## config.mk

```make
export PLATFORM = sky130hd
export DESIGN_NAME = uart_tx
export DESIGN_NICKNAME = d
export VERILOG_FILES = /design/src/rtl/uart_tx_pkg.sv /design/src/rtl/uart_baud_tick.sv /design/src/rtl/uart_tx.sv
export SDC_FILE = /design/constraint.sdc
export NUM_CORES = 1
export LEC_CHECK = 0
export BUFFER_PORTS_ARGS = -buffer_cell sky130_fd_sc_hd__buf_4
export CAP_MARGIN = 15
export CORE_ASPECT_RATIO = 0.8
export CORE_MARGIN = 2
export CORE_UTILIZATION = 25
export DETAILED_ROUTE_END_ITERATION = 10
export GPL_TIMING_DRIVEN = 0
export SLEW_MARGIN = 20
export SYNTH_ARGS = -nofsm -noshare
export SYNTH_HDL_FRONTEND = slang
export SYNTH_SLANG_ARGS = --single-unit
```

## constraint.sdc

```tcl
create_clock -name clk -period 2.5 [get_ports clk]
set_input_delay 0.375 -clock clk [delete_from_list [all_inputs] [get_ports clk]]
set_output_delay 0.375 -clock clk [all_outputs]
set_load 0.01 [all_outputs]
```

## src/rtl/uart_tx_pkg.sv

```systemverilog
// uart_tx_pkg: state encodings and line level shared by the UART tx/rx pair.
// The PARITY encoding exists only when UART_TX_PARITY_EN is defined.
package uart_tx_pkg;

  localparam int   UART_TX_ST_W = 3;
  localparam logic LINE_IDLE    = 1'b1;

  typedef enum logic [UART_TX_ST_W-1:0] {
    ST_IDLE   = 3'd0,
    ST_START  = 3'd1,
    ST_DATA   = 3'd2,
`ifdef UART_TX_PARITY_EN
    ST_PARITY = 3'd3,
`endif
    ST_STOP   = 3'd4
  } tx_state_e;

  function automatic int calc_div(
    input int clk_hz,
    input int baud
  );
    return clk_hz / baud;
  endfunction

endpackage

```

## src/rtl/uart_baud_tick.sv

```systemverilog
// uart_baud_tick: free-running bit-period counter with restart.
// tick is high for one cycle out of every DIV.
module uart_baud_tick #(
  parameter int DIV = 10
) (
  input  logic clk,
  input  logic reset,
  input  logic restart,
  output logic tick
);

  localparam int            CW   = $clog2(DIV);
  localparam logic [CW-1:0] LAST = CW'(DIV - 1);
  localparam logic [CW-1:0] ONE  = CW'(1);

  logic [CW-1:0] cnt_q;
  logic [CW-1:0] cnt_d;

  always_comb begin
    cnt_d = cnt_q + ONE;
    if (restart || (cnt_q == LAST)) begin
      cnt_d = '0;
    end
  end

  always_ff @(posedge clk) begin
    if (reset) begin
      cnt_q <= '0;
    end else begin
      cnt_q <= cnt_d;
    end
  end

  assign tick = (cnt_q == LAST);

endmodule

```

## src/rtl/uart_tx.sv

```systemverilog
// uart_tx: serial transmitter, LSB first, idle-high, fed by a byte FIFO.
// Define UART_TX_PARITY_EN to add a parity bit (even, or odd via PARITY_ODD).
module uart_tx
  import uart_tx_pkg::*;
#(
  parameter int CLK_FREQ   = 50_000_000,
  parameter int BAUD       = 115_200,
  parameter int DATA_BITS  = 8,
  parameter int STOP_BITS  = 1,
  parameter int FIFO_DEPTH = 4,
  parameter int PARITY_ODD = 0
) (
  input  logic                 clk,
  input  logic                 reset,
  input  logic [DATA_BITS-1:0] tx_data,
  input  logic                 tx_valid,
  output logic                 tx_ready,
  output logic                 txd,
  output logic                 tx_busy,
  output logic                 tx_done
);

  localparam int DIV = calc_div(CLK_FREQ, BAUD);
  localparam int AW  = $clog2(FIFO_DEPTH);
  localparam int CW  = AW + 1;
  localparam int BW  = 3;

  localparam logic [AW-1:0] PTR_ONE   = AW'(1);
  localparam logic [CW-1:0] CNT_ONE   = CW'(1);
  localparam logic [CW-1:0] CNT_FULL  = CW'(FIFO_DEPTH);
  localparam logic [BW-1:0] BIT_ONE   = BW'(1);
  localparam logic [BW-1:0] DATA_LAST = BW'(DATA_BITS - 1);
  localparam logic [BW-1:0] STOP_LAST = BW'(STOP_BITS - 1);

  if (DIV < 2) begin : g_div_chk
    $error("uart_tx: CLK_FREQ/BAUD must be at least 2");
  end
  if ((DATA_BITS < 5) || (DATA_BITS > 8)) begin : g_db_chk
    $error("uart_tx: DATA_BITS must be 5..8");
  end
  if ((STOP_BITS < 1) || (STOP_BITS > 2)) begin : g_sb_chk
    $error("uart_tx: STOP_BITS must be 1 or 2");
  end
  if ((FIFO_DEPTH < 2) ||
      ((FIFO_DEPTH & (FIFO_DEPTH - 1)) != 0)) begin : g_fd_chk
    $error("uart_tx: FIFO_DEPTH must be a power of two >= 2");
  end
  if ((PARITY_ODD != 0) && (PARITY_ODD != 1)) begin : g_po_chk
    $error("uart_tx: PARITY_ODD must be 0 or 1");
  end

  logic [DATA_BITS-1:0] mem_q [FIFO_DEPTH];
  logic [AW-1:0]        wr_ptr_q, wr_ptr_d;
  logic [AW-1:0]        rd_ptr_q, rd_ptr_d;
  logic [CW-1:0]        count_q, count_d;
  logic [DATA_BITS-1:0] head;
  logic                 push;
  logic                 pop;
  logic                 nempty;

  tx_state_e            state_q, state_d;
  logic [DATA_BITS-1:0] shift_q, shift_d;
  logic [BW-1:0]        bit_q, bit_d;
  logic                 txd_q, txd_d;
  logic                 done_q, done_d;
  logic                 tick;
`ifdef UART_TX_PARITY_EN
  logic                 par_q, par_d;
`endif

  assign tx_ready = (count_q != CNT_FULL);
  assign push     = tx_valid & tx_ready;
  assign nempty   = (count_q != '0);
  assign head     = mem_q[rd_ptr_q];

  uart_baud_tick #(
    .DIV(DIV)
  ) u_baud (
    .clk    (clk),
    .reset  (reset),
    .restart(pop),
    .tick   (tick)
  );

  always_comb begin
    wr_ptr_d = wr_ptr_q;
    rd_ptr_d = rd_ptr_q;
    count_d  = count_q;
    if (push) begin
      wr_ptr_d = wr_ptr_q + PTR_ONE;
    end
    if (pop) begin
      rd_ptr_d = rd_ptr_q + PTR_ONE;
    end
    if (push && !pop) begin
      count_d = count_q + CNT_ONE;
    end else if (pop && !push) begin
      count_d = count_q - CNT_ONE;
    end
  end

  always_comb begin
    state_d = state_q;
    shift_d = shift_q;
    bit_d   = bit_q;
    txd_d   = txd_q;
    done_d  = 1'b0;
    pop     = 1'b0;
`ifdef UART_TX_PARITY_EN
    par_d   = par_q;
`endif
    unique case (state_q)
      ST_IDLE: begin
        txd_d = LINE_IDLE;
        pop   = nempty;
      end
      ST_START: begin
        if (tick) begin
          state_d = ST_DATA;
          txd_d   = shift_q[0];
          shift_d = shift_q >> 1;
          bit_d   = '0;
        end
      end
      ST_DATA: begin
        if (tick && (bit_q == DATA_LAST)) begin
`ifdef UART_TX_PARITY_EN
          state_d = ST_PARITY;
          txd_d   = par_q;
`else
          state_d = ST_STOP;
          txd_d   = LINE_IDLE;
          bit_d   = '0;
`endif
        end else if (tick) begin
          txd_d   = shift_q[0];
          shift_d = shift_q >> 1;
          bit_d   = bit_q + BIT_ONE;
        end
      end
`ifdef UART_TX_PARITY_EN
      ST_PARITY: begin
        if (tick) begin
          state_d = ST_STOP;
          txd_d   = LINE_IDLE;
          bit_d   = '0;
        end
      end
`endif
      ST_STOP: begin
        if (tick && (bit_q == STOP_LAST)) begin
          done_d  = 1'b1;
          state_d = ST_IDLE;
          txd_d   = LINE_IDLE;
          pop     = nempty;
        end else if (tick) begin
          bit_d = bit_q + BIT_ONE;
        end
      end
      default: begin
        state_d = ST_IDLE;
        txd_d   = LINE_IDLE;
      end
    endcase
    // Loading the head is shared by IDLE and the back-to-back STOP exit.
    if (pop) begin
      state_d = ST_START;
      shift_d = head;
      txd_d   = 1'b0;
`ifdef UART_TX_PARITY_EN
      par_d   = (^head) ^ PARITY_ODD[0];
`endif
    end
  end

  always_ff @(posedge clk) begin
    if (push) begin
      mem_q[wr_ptr_q] <= tx_data;
    end
  end

  always_ff @(posedge clk) begin
    if (reset) begin
      wr_ptr_q <= '0;
      rd_ptr_q <= '0;
      count_q  <= '0;
      state_q  <= ST_IDLE;
      shift_q  <= '0;
      bit_q    <= '0;
      txd_q    <= LINE_IDLE;
      done_q   <= 1'b0;
`ifdef UART_TX_PARITY_EN
      par_q    <= 1'b0;
`endif
    end else begin
      wr_ptr_q <= wr_ptr_d;
      rd_ptr_q <= rd_ptr_d;
      count_q  <= count_d;
      state_q  <= state_d;
      shift_q  <= shift_d;
      bit_q    <= bit_d;
      txd_q    <= txd_d;
      done_q   <= done_d;
`ifdef UART_TX_PARITY_EN
      par_q    <= par_d;
`endif
    end
  end

  assign txd     = txd_q;
  assign tx_done = done_q;
  assign tx_busy = (state_q != ST_IDLE) | nempty;

endmodule

```

# == Yosys cells after proc, flatten, opt, wreduce, memory -nomap -nowiden ==
# Memories as Yosys holds them, arrays and structs flattened. A register that Yosys moved wholly into a read port is not among the register bits.
# Cells that the tools add are included.
# totals
reg_bits,32
ram_bits,32
inputBits,11
elab_cells,85
mem_count,1
# op_classes
n_addsub,6
n_eq_ne,15
mux,28
n_bitwise,4
n_reduce_logical,21
# mem_list
name,depth,width,rd,rd_clocked_by_memory_dff,write_ports,line,text
mem_q,4,8,1,1,1,uart_tx.sv:52,logic [DATA_BITS-1:0] mem_q [FIFO_DEPTH];
# op_table
cell,count
3-bit 2-to-1 mux,9
8-bit 2-to-1 mux,3
8-bit case mux with 2 select lines,1
"3-bit inequality test, second input constant",5
3-bit case mux with 4 select lines,1
3-bit nonzero test,4
"2-bit inequality test, second input constant",5
"9-bit by 1-bit adder with 9-bit output, second input constant",1
"9-bit equality test, second input constant",1
1-bit 2-to-1 mux,9
3-bit case mux with 3 select lines,1
4-bit AND reduction,2
"3-bit by 1-bit adder with 3-bit output, second input constant",2
"3-bit equality test, second input constant",2
3-bit logical NOT,2
2-bit OR reduction,3
"2-bit by 1-bit adder with 2-bit output, second input constant",2
1-bit logical AND,4
2-bit 2-to-1 mux,2
"3-bit by 1-bit equality test with 1-bit output, second input constant",1
"3-bit by 2-bit equality test with 1-bit output, second input constant",1
1-bit case mux with 3 select lines,1
3-bit AND reduction,1
"3-bit by 1-bit subtractor with 3-bit output, second input constant",1
other kinds (8),10

# == Logic depth before layout (Yosys ltp) ==
# Gate-level depths: netlist (run 1).
# logic_depth
word_depth,7
mapped_depth,13
mapped_depth_nobuf,12

# == Hierarchy ==
# From an unflattened synthesis (run 1), not the netlist that was laid out.
# unflattened
cells_unflattened,258
hier_area_um2,3061.7
# by_module_without_submodules
mod,n_inst,cells_per_inst,area_per_inst_um2,seq_area_each_um2
uart_tx,1,209,2615.0,1461.4
uart_baud_tick,1,49,446.7,180.2

# == Least setup slack after synthesis (run 1) ==
# Ideal clock, no wire load.
# synth_timing
path_type,register to register
from,reg u_baud.cnt_q[1]
to,reg count_q[2]
setup_time_ns,0.071
t_arrival_ns,2.356
t_required_ns,2.429
slack_ns,0.073
path_stages_with_launch,14
n_path_buf,1
cell_sequence,dfxtp_1 inv_1 ha_1 and4b_1 buf_6 a31oi_4 nor2_1 inv_1 ha_1 inv_1 fa_1 xor2_1 or3_1 a21oi_1
# synth_via
elab_chain_len,7
word_cells_on_any_way,9
# synth_lines
item,line,text
"start, declared",uart_baud_tick.sv:16,logic [CW-1:0] cnt_q;
"start signal, assigned",uart_baud_tick.sv:30,cnt_q <= cnt_d;
9-bit equality test *,uart_baud_tick.sv:34,assign tick = (cnt_q == LAST);
1-bit logical AND *,uart_tx.sv:151,if (tick && (bit_q == STOP_LAST)) begin
1-bit 2-to-1 mux *,uart_tx.sv:151,
1-bit case mux with 2 select lines *,uart_tx.sv:112,unique case (state_q)
1-bit logical NOT,uart_tx.sv:95,if (push && !pop) begin
1-bit logical AND,uart_tx.sv:95,
3-bit 2-to-1 mux or 2-bit nonzero test (tied branches),-,
"end signal, assigned",uart_tx.sv:198,count_q <= count_d;
"end, declared",uart_tx.sv:55,"logic [CW-1:0] count_q, count_d;"
# Mark *: on every way between the ends. The rest lies on a longest branch, timed or not.
# A chain may end at the register's enable or synchronous reset.

# == Worst setup path in the final report (run 1) ==
# Same ends and word-level chain as after synthesis.

==> results.rst, run 1 <==
.. list-table::
   :header-rows: 1

   * - Metric
     - Value
   * - Outcome
     - finished clean
   * - Ranking of synthesized cells by instance count
     - 34 x dfxtp_1, 32 x edfxtp_1, 20 x nor2_1
   * - Power share of the combinational group
     - 26.6%
   * - Number of enable-type register cells in the synthesized netlist
     - 32
   * - Clock sink total
     - 66
   * - Post-synth net total
     - 261
   * - Total of flip-flops plus latches after synthesis
     - 66
   * - Most frequent cell on the critical path
     - inv_1
   * - Synthesized netlist cell count
     - 239
   * - Worst setup slack for register-to-register paths
     - 0.05 ns
   * - Pin slew with the least headroom to its limit
     - 0.700 ns
   * - Critical path capture point type
     - flip-flop
   * - Maximum root-to-sink buffer count
     - 2
   * - Critical-path top delay cell
     - or3_1
   * - Hold Path Stages
     - 1
   * - Initial standard-cell utilization of the core
     - 25.7%
   * - Power Dens Cells
     - 1020 nW/um2
   * - Final TNS setup
     - 0 ns
   * - FF-to-FF Start
     - u_baud.cnt_q[1]
   * - Layout cells sized above 1
     - 25.6%
   * - Start point of the worst min-delay path
     - tx_data[1]
   * - Die height
     - 102 um
   * - Clock-pin slew of the registers on the worst-case setup and hold paths
     - 0.05 ns
   * - RSZ-0062 raised after global routing
     - yes
   * - Distinct cell type count of the synthesized netlist
     - 56
   * - Fraction of synthesized area in multiplexers
     - 7.11%
   * - Library cell used as clock root buffer
     - clkbuf_16
   * - Part of the total power dissipated in the clock network
     - 35.9%
   * - Area of the core region
     - 11,600 um2
   * - Final Power
     - 0.00378 W
   * - Fraction of the mapped netlist area in adder cells
     - 4.88%
   * - Vias after detailed routing
     - 1,979
   * - Cell area after synthesis
     - 2980 um2
   * - Routed wire length
     - 5.92 mm
   * - Global-route congestion overflow total
     - 0
   * - # nets final
     - 294
   * - Number of placed I/O pins
     - 15
   * - Worst hold-check path type
     - in -> reg
   * - Clock buffer count from CTS
     - 9
   * - Routed wirelength normalized by instance count
     - 13.9 um
   * - Worst-Skew Late Latency
     - 0.33 ns
   * - Fraction of the mapped netlist area in compound gates
     - 13.5%
   * - Post-Layout Inst Area
     - 3690 um2
   * - Most numerous cell in the Yosys netlist
     - dfxtp_1
   * - Pins over their slew limit
     - 0
   * - Worst path arrival time
     - 2.71 ns
   * - Largest stage delay on the critical path
     - 0.39 ns
   * - Hold Violations, Final
     - 0
   * - Final clock period utilization by the worst path
     - 98.2%
   * - Area share of the largest cell type after synthesis
     - 32.3%
   * - Crit path buf inv count
     - 4
   * - Clock Skew
     - 0.00398 ns
   * - Deepest level of the CTS H-tree
     - 3
   * - Max_cap viols
     - 0
   * - Area growth from synthesis to layout
     - 24.0%
   * - Most frequently used flop master after synthesis
     - dfxtp_1
   * - DRC violation total after the first TritonRoute iteration
     - 95
   * - Top cells by area in the synthesized netlist
     - edfxtp_1 32%, dfxtp_1 23%, mux4_2 6.1%, ha_1 4.2%, nor2_1 2.5%
   * - Post-route minimum period
     - 2.45 ns
   * - CTS tree
     - built
   * - Filler cell count in the final layout
     - 1,163
   * - Count of port buffers added during placement
     - 14
   * - Static leakage
     - 1.33 nW
   * - Initial antenna violation count
     - 0
   * - Detailed-placement wirelength estimate
     - 4.05 mm
   * - Dpl cell area
     - 3270 um2
   * - Yosys warning total
     - 0
   * - Row Count
     - 35
   * - Post-synthesis area per instance
     - 12.4 um2
   * - Number of cells traversed by the worst register-to-register path
     - 13
   * - First-pass GRT wire length
     - 9.48 mm
   * - Width of the die
     - 126 um
   * - Overall global routing resource usage
     - 9.57%
   * - Vias in the first global route
     - 1,906
   * - Average via count per standard cell
     - 4.66
   * - DRC violations left
     - 0
   * - Synth Area in XOR/XNOR
     - 2.94%
   * - Routability congestion estimate
     - 0.812
   * - Worst hold slack across all endpoints
     - 0.245 ns
   * - Reg2reg end
     - count_q[2]
   * - Worst path cell trace
     - inv_1 -> ha_2 -> and4b_1 -> buf_6 -> a31oi_4 -> nor2_4 -> inv_2 -> ha_4 -> inv_1 -> fa_2 -> xor2_1 -> or3_1 -> a21oi_2
   * - Sequential cell area fraction in the yosys report
     - 55.2%
   * - Top Family by Delay on Critical Path
     - simple AND/OR/NAND/NOR gates
   * - Maximum clock frequency
     - 407 MHz
   * - Combinational family with the most area after synthesis
     - compound AO/OA/AOI/OAI gates
   * - Share of synthesized registers carrying an async set or reset
     - 0%
   * - Number of iterations in the first detailed-routing pass
     - 4
   * - Crit Path Class
     - reg -> reg
   * - Final setup vio count
     - 0
   * - Switching Fraction
     - 29.1%
   * - Sequential cell fraction of total power
     - 37.5%
   * - Yosys top cell by area
     - edfxtp_1
   * - Number of diodes added for antenna fixing
     - 0
   * - Cell Int Power
     - 0.00268 W
   * - IR Drop Worst-Case VDD
     - 0.368 mV
   * - Critical Path Source Type
     - flip-flop
   * - Pin count of the biggest net entering global routing
     - 14
   * - Die footprint
     - 12,800 um2
   * - NetSw
     - 0.00110 W
   * - Critical path peak fanout
     - 6
   * - Final ANT Viol Nets
     - 0
   * - Worst min-delay path endpoint
     - mem_q[3][1]
   * - Relative max-transition margin
     - 53.3%
   * - CTS hold repair buffers
     - 0
   * - Synth Area in Simple Gates
     - 12.5%
   * - Worst path required time
     - 2.76 ns
## layout make-up
cell class | instances | area [um2] | area share (%)
plain buffers | 11 | 66.3 | 1.80
inverters | 13 | 48.8 | 1.32
well taps | 148 | 185 | 5.02
multi-input cells | 149 | 1250 | 33.9
clock inverters | 7 | 101 | 2.75
clock buffers | 9 | 225 | 6.11
flip-flops and latches | 66 | 1650 | 44.6
repair buffers | 22 | 165 | 4.48
## cells in the final DEF (no fill, tap or decap), drive strengths merged, types with 2 or more instances in the layout
master,n
nor3b,2
or3,4
o21ai,3
xnor2,6
nand2,5
mux4,8
dfxtp,34
bufinv,2
o32ai,2
nand3,5
inv,15
a21oi,13
a32oi,7
mux2i,2
clkbuf,11
nor2b,4
a221oi,2
edfxtp,32
nor2,20
a31oi,5
o211ai,8
buf,31
and2,4
nor3,6
xor2,4
clkinvlp,2
and3,3
o31ai,4
nand2b,3
ha,10
## metrics by stage
stage / worst slack (ns) / instances / util (%)
after floorplan: 0.0733 / 239 / -
after global placement: -0.0724 / 401 / 28.2
after detailed placement: -0.110 / 401 / 28.2
after CTS: 0.00373 / 418 / 31.2
after global routing: -0.0564 / 425 / 31.9
final: 0.0455 / 425 / 31.9
## cell families after synthesis
family,Yosys count
AOI/OAI and AO/OA,52
xor gates and xnor gates,10
adders and majority gates,11
buffers and inverters,24
DFF,66
muxes,11
and+or+nand+nor,65
## sequential cells by signal, summed over array words and instances, names as in the netlist, named ones only
register and flops:
mem_q 32, shift_q 8, tx_done 1, txd 1, u_baud.cnt_q 9, count_q 3, state_q 3, wr_ptr_q 2
bit_q 3, rd_ptr_q 2
## power groups by stage
stage | logic [W] | registers [W] | clock network (W)
6_report | 0.00100 | 0.00142 | 0.00136
5_1_grt | 0.00112 | 0.00144 | 0.00144
4_1_cts | 0.000935 | 0.00142 | 0.00138
3_5_place_dp | 0.000903 | 0.00144 | 0
3_3_place_gp | 0.000870 | 0.00143 | 0
2_1_floorplan | 0.000673 | 0.00141 | 0
## worst register-to-register path: stages (launching register included)
cell and delay (ns):
dfxtp_2 0.32, inv_1 0.04, ha_2 0.16, and4b_1 0.20
buf_6 0.13, a31oi_4 0.20, nor2_4 0.06, inv_2 0.09
ha_4 0.14, inv_1 0.05, fa_2 0.33, xor2_1 0.15
or3_1 0.39, a21oi_2 0.12
## how the worst max path moves through the flow
stage | start | cells after the start | to
floorplan | u_baud.cnt_q[1] | 13 | count_q[2]
global placement | u_baud.cnt_q[1] | 13 | count_q[2]
detailed placement | u_baud.cnt_q[1] | 13 | count_q[2]
CTS | u_baud.cnt_q[1] | 13 | count_q[2]
global route | u_baud.cnt_q[1] | 13 | count_q[2]
finish | u_baud.cnt_q[1] | 13 | count_q[2]
## timing repair
action,CTS,global route
gates resized for setup,5,7
pin swaps,1,4
setup endpoints to repair,1,1
setup buffers,1,7
## metal layers
| metal | part of all wire [%] | GRT usage, % |
|---|---|---|
| met5 | 0 | 0 |
| met4 | 0.96 | 3.04 |
| met3 | 2.9 | 3.43 |
| met2 | 49 | 14.8 |
| met1 | 47 | 12.7 |
No activity file was read; power rests on OpenSTA's default activity.
==> run 2, diff against run 1 <==
--- a/config.mk
+++ b/config.mk
@@ -8,11 +8,12 @@
 export BUFFER_PORTS_ARGS = -buffer_cell sky130_fd_sc_hd__buf_4
 export CAP_MARGIN = 15
 export CORE_ASPECT_RATIO = 0.8
-export CORE_MARGIN = 2
+export CORE_MARGIN = 5
 export CORE_UTILIZATION = 25
 export DETAILED_ROUTE_END_ITERATION = 10
 export GPL_TIMING_DRIVEN = 0
 export SLEW_MARGIN = 20
 export SYNTH_ARGS = -nofsm -noshare
 export SYNTH_HDL_FRONTEND = slang
+export SYNTH_HIERARCHICAL = 1
 export SYNTH_SLANG_ARGS = --single-unit
==> run 2 against run 1 <==
Effect of this change:
- the run now ends with setup timing left
- hold slack about the same
- flip-flop and latch count unchanged
- largest power group unchanged
- non-clock buffer count up 1
- core utilization down 0.70 points
- routed wire length up 1.5%
- highest routed layer unchanged
- count of clock-buffer cells in the layout unchanged
- via count up 5.2%
- power up 3.2%
- final cell count up 5.2%
- fmax down 2.6%
==> results.rst, run 2 <==
.. list-table::
   :header-rows: 1

   * - Metric
     - Value
   * - Outcome
     - finished, violations left
   * - Violations in the final reports
     - setup timing
   * - Yosys top cell by area
     - edfxtp_1
   * - Post-placement setup slack
     - -0.410 ns (-0.300 ns)
   * - Worst min-delay path endpoint
     - mem_q[0][5]
   * - Ranking of synthesized cells by instance count
     - 34 x dfxtp_1, 32 x edfxtp_1, 23 x nor2_1
   * - FF-to-FF Start
     - u_baud/cnt_q[2]
   * - Register with the most flip-flops
     - mem_q
   * - Crit Path Class
     - reg -> reg
   * - Largest registers
     - mem_q x32, u_baud/cnt_q x9, shift_q x8
   * - Highest-count cells in the layout ignoring fill and taps
     - 32 x edfxtp_1, 27 x dfxtp_1, 23 x nor2_1, 23 x buf_4, 18 x a21oi_1
   * - Vias in the first global route
     - 2,052 (+7.7%)
   * - Top cells by area in the synthesized netlist
     - edfxtp_1 31%, dfxtp_1 22%, mux4_2 5.9%, ha_1 4.1%, a311oi_2 3.4%
   * - Global-route congestion overflow total
     - 0 (unchanged)
   * - Sequential cell area fraction in the yosys report
     - 53.6% (-1.6 points)
   * - Layout cells sized above 1
     - 26.8% (+1.1 points)
   * - Total area of sequential cells
     - 1650 um2 (+0.46%)
   * - Post-route minimum period
     - 2.52 ns (+0.0654 ns)
   * - Synthesized netlist cell count
     - 258 (+7.9%)
   * - Worst-Skew Late Latency
     - 0.33 ns (about the same)
   * - Final setup vio count
     - 1 (+1)
   * - Routed wirelength normalized by instance count
     - 13.4 um (-3.5%)
   * - Overall global routing resource usage
     - 8.86% (-0.71 points)
   * - Worst setup slack for register-to-register paths
     - -0.02 ns (-0.07 ns)
   * - Static leakage
     - 1.30 nW (-1.8%)
   * - Die height
     - 109 um (+7.3%)
   * - Largest stage delay on the critical path
     - 0.46 ns (+0.07 ns)
   * - Switching Fraction
     - 30.2% (+1.0 points)
   * - Hold Path Stages
     - 1 (unchanged)
   * - # nets final
     - 312 (+6.1%)
   * - IR Drop Worst-Case VDD
     - 0.551 mV (+50%)
   * - Number of diodes added for antenna fixing
     - 0 (unchanged)
   * - Critical path peak fanout
     - 3 (-3)
   * - Max_cap viols
     - 0 (unchanged)
   * - Number of enable-type register cells in the synthesized netlist
     - 32 (unchanged)
   * - Post-Layout Inst Area
     - 3770 um2 (+2.1%)
   * - Total of flip-flops plus latches after synthesis
     - 66 (unchanged)
   * - Number of iterations in the first detailed-routing pass
     - 4 (unchanged)
   * - Cell area after synthesis
     - 3060 um2 (+2.9%)
   * - Synth Area in XOR/XNOR
     - 2.00% (-0.94 points)
   * - Critical-path top delay cell
     - a2111o_1
   * - Final worst-path setup slack
     - -0.0200 ns (-0.0654 ns)
   * - Library cell used as clock root buffer
     - clkbuf_16
   * - Combinational family with the most area after synthesis
     - simple AND/OR/NAND/NOR gates
   * - Average via count per standard cell
     - 4.66 (about the same)
   * - DRC violations left
     - 0 (unchanged)
   * - CTS tree
     - built
   * - Worst path arrival time
     - 2.77 ns (+0.06 ns)
   * - Most frequent standard cell in the layout excluding fill and tap cells
     - edfxtp_1
   * - Cell Int Power
     - 0.00272 W (+1.7%)
   * - Sequential cell fraction of total power
     - 37.0% (-0.5 points)
   * - Clock sink total
     - 66 (unchanged)
   * - Final ANT Viol Nets
     - 0 (unchanged)
   * - Fraction of the mapped netlist area in adder cells
     - 4.74% (-0.14 points)
   * - Initial antenna violation count
     - 0 (unchanged)
   * - Clock Skew
     - 0.00676 ns (+0.00278 ns)
   * - Filler cell count in the final layout
     - 1,235 (+6.2%)
   * - Distinct cell type count of the synthesized netlist
     - 50 (-11%)
   * - Worst path cell trace
     - or3_4 -> nor3_4 -> buf_6 -> nand3b_4 -> a2111o_1 -> ha_4 -> inv_2 -> fa_2 -> xor2_1 -> or3_1 -> a21oi_1
   * - RSZ-0062 raised after global routing
     - yes
   * - Start point of the worst min-delay path
     - tx_data[5]
   * - Pin slew with the least headroom to its limit
     - 0.653 ns (-0.0470 ns)
   * - Worst path required time
     - 2.75 ns (about the same)
   * - First-pass GRT wire length
     - 10.2 mm (+8.0%)
   * - Number of placed I/O pins
     - 15 (unchanged)
   * - Area growth from synthesis to layout
     - 23.0%
   * - Final clock period utilization by the worst path
     - 101% (+2.6 points)
   * - Die footprint
     - 14,600 um2 (+14%)
   * - NetSw
     - 0.00117 W (+6.9%)
   * - Routed wire length
     - 6.01 mm (+1.5%)
   * - Final TNS setup
     - -0.0200 ns (-0.0200 ns)
   * - Most frequently used flop master after synthesis
     - dfxtp_1
   * - Post-synthesis area per instance
     - 11.9 um2 (-4.7%)
   * - Routability congestion estimate
     - 0.778 (-4.1%)
   * - Worst hold slack across all endpoints
     - 0.245 ns (+0.0000990 ns)
   * - DRC violation total after the first TritonRoute iteration
     - 81 (-15%)
   * - Power share of the combinational group
     - 28.3% (+1.7 points)
   * - Power Dens Cells
     - 1030 nW/um2 (+1.1%)
   * - Reg2reg end
     - count_q[2]
   * - Synth Area in Simple Gates
     - 14.6% (+2.1 points)
   * - Deepest level of the CTS H-tree
     - 3 (unchanged)
   * - Part of the total power dissipated in the clock network
     - 34.8% (-1.1 points)
   * - Worst hold-check path type
     - in -> reg
   * - Initial standard-cell utilization of the core
     - 25.4% (-0.37 points)
   * - Critical Path Source Type
     - flip-flop
   * - Most numerous cell in the Yosys netlist
     - dfxtp_1
   * - Share of synthesized registers carrying an async set or reset
     - 0% (unchanged)
   * - Area share of the largest cell type after synthesis
     - 31.4% (-0.91 points)
   * - CTS hold repair buffers
     - 0 (unchanged)
   * - Clock buffer count from CTS
     - 9 (unchanged)
   * - Fraction of the mapped netlist area in compound gates
     - 14.3% (+0.76 points)
   * - Number of flip-flops under the largest register name
     - 32 (unchanged)
   * - Maximum root-to-sink buffer count
     - 2 (unchanged)
   * - Row Count
     - 36 (+2.9%)
   * - Critical path capture point type
     - flip-flop
   * - Post-synth net total
     - 280 (+7.3%)
   * - Area of the core region
     - 12,100 um2 (+4.4%)
   * - Detailed-placement wirelength estimate
     - 4.15 mm (+2.4%)
   * - Yosys warning total
     - 6 (+6)
   * - Combined area of the multi-input logic cells
     - 1320 um2 (+5.8%)
   * - Maximum clock frequency
     - 397 MHz (-2.6%)
   * - Count of port buffers added during placement
     - 14 (unchanged)
   * - Width of the die
     - 134 um (+6.2%)
   * - Fraction of synthesized area in multiplexers
     - 6.54% (-0.57 points)
   * - Pins over their slew limit
     - 0 (unchanged)
   * - Number of cells traversed by the worst register-to-register path
     - 11 (-2)
   * - Clock-pin slew of the registers on the worst-case setup and hold paths
     - 0.06 ns (about the same)
   * - Pin count of the biggest net entering global routing
     - 14 (unchanged)
   * - Relative max-transition margin
     - 56.3% (+3.1 points)
   * - Hold Violations, Final
     - 0 (unchanged)
   * - Dpl cell area
     - 3380 um2 (+3.4%)
   * - Vias after detailed routing
     - 2,081 (+5.2%)
-- run 2: cell types whose count changed after synthesis, moves of 4 or more --
cell      previous run  this run
o21ai_0              3         8
nand3_1              5         9
nand2_1              4        11
nor3b_1              2         7
a21oi_1             13        18
a311oi_2             0         7
a32oi_1              7         0
-- run 2: what timing repair did --
action,in CTS,in global routing
setup buffers,7,2
gates resized for setup,6,4
pin swaps,7,2
setup endpoints to repair,3,14
-- run 2: how the worst max path moves through the flow --
stage                               start    endpoint  cells after the start
final                     u_baud/cnt_q[2]  count_q[2]                     11
after global placement    u_baud/cnt_q[2]  count_q[2]                     13
after global routing      u_baud/cnt_q[6]  count_q[2]                     11
after floorplan           u_baud/cnt_q[2]  count_q[2]                     13
after detailed placement  u_baud/cnt_q[2]  count_q[2]                     13
after CTS                 u_baud/cnt_q[2]  count_q[2]                     12
-- run 2: area by class of cell --
| cell class | instances | share of cell area, % |
|---|---|---|
| sequential | 66 | 43.9 |
| multi-input combinational | 166 | 35.1 |
| clock buffer | 9 | 5.98 |
| tap | 152 | 5.05 |
| timing repair buffer | 23 | 4.58 |
| clock inverter | 7 | 2.62 |
| buffer | 11 | 1.46 |
| inverter | 13 | 1.30 |
-- run 2: metal layers --
metal / GRT usage, % / routed length [um] / up-vias
met5: 0 / 0 / -
met4: 2.20 / 57 / 0
met1: 11.3 / 2870 / 1007
met2: 14.4 / 2820 / 45
met3: 3.18 / 264 / 5
li1: - / - / 1024
-- run 2: power by group through the flow --
stage | Clock [W] | Sequential, W | Combinational (W)
floorplan | 0 | 0.00144 | 0.000869
global placement | 0 | 0.00145 | 0.00110
detailed placement | 0 | 0.00146 | 0.00112
CTS | 0.00139 | 0.00144 | 0.00114
global route | 0.00144 | 0.00146 | 0.00123
finish | 0.00135 | 0.00144 | 0.00110
-- run 2: worst max-delay path, delay by kind of cell (launching register included) --
family / cells / cell delay, ns
AO/OA/AOI/OAI: 2 / 0.58
adder cells (fa/ha/maj): 2 / 0.38
AND/OR/NAND/NOR: 4 / 0.89
flip-flops: 1 / 0.34
XOR/XNOR: 1 / 0.08
buffers and inverters: 2 / 0.18
-- run 2: logic make-up after synthesis --
kind of cell,count (synthesis)
compound gates,57
fa+ha+maj,11
xor+xnor,7
simple gates,81
flops,66
mux,10
buf+inv,26
-- run 2: metrics by stage --
stage | utilization [%] | power, W | std cells
after floorplan | - | 0.00230 | 258
after global placement | 28.0 | 0.00255 | 424
after detailed placement | 28.0 | 0.00258 | 424
after CTS | 31.1 | 0.00396 | 446
after global routing | 31.2 | 0.00413 | 447
final | 31.2 | 0.00390 | 447
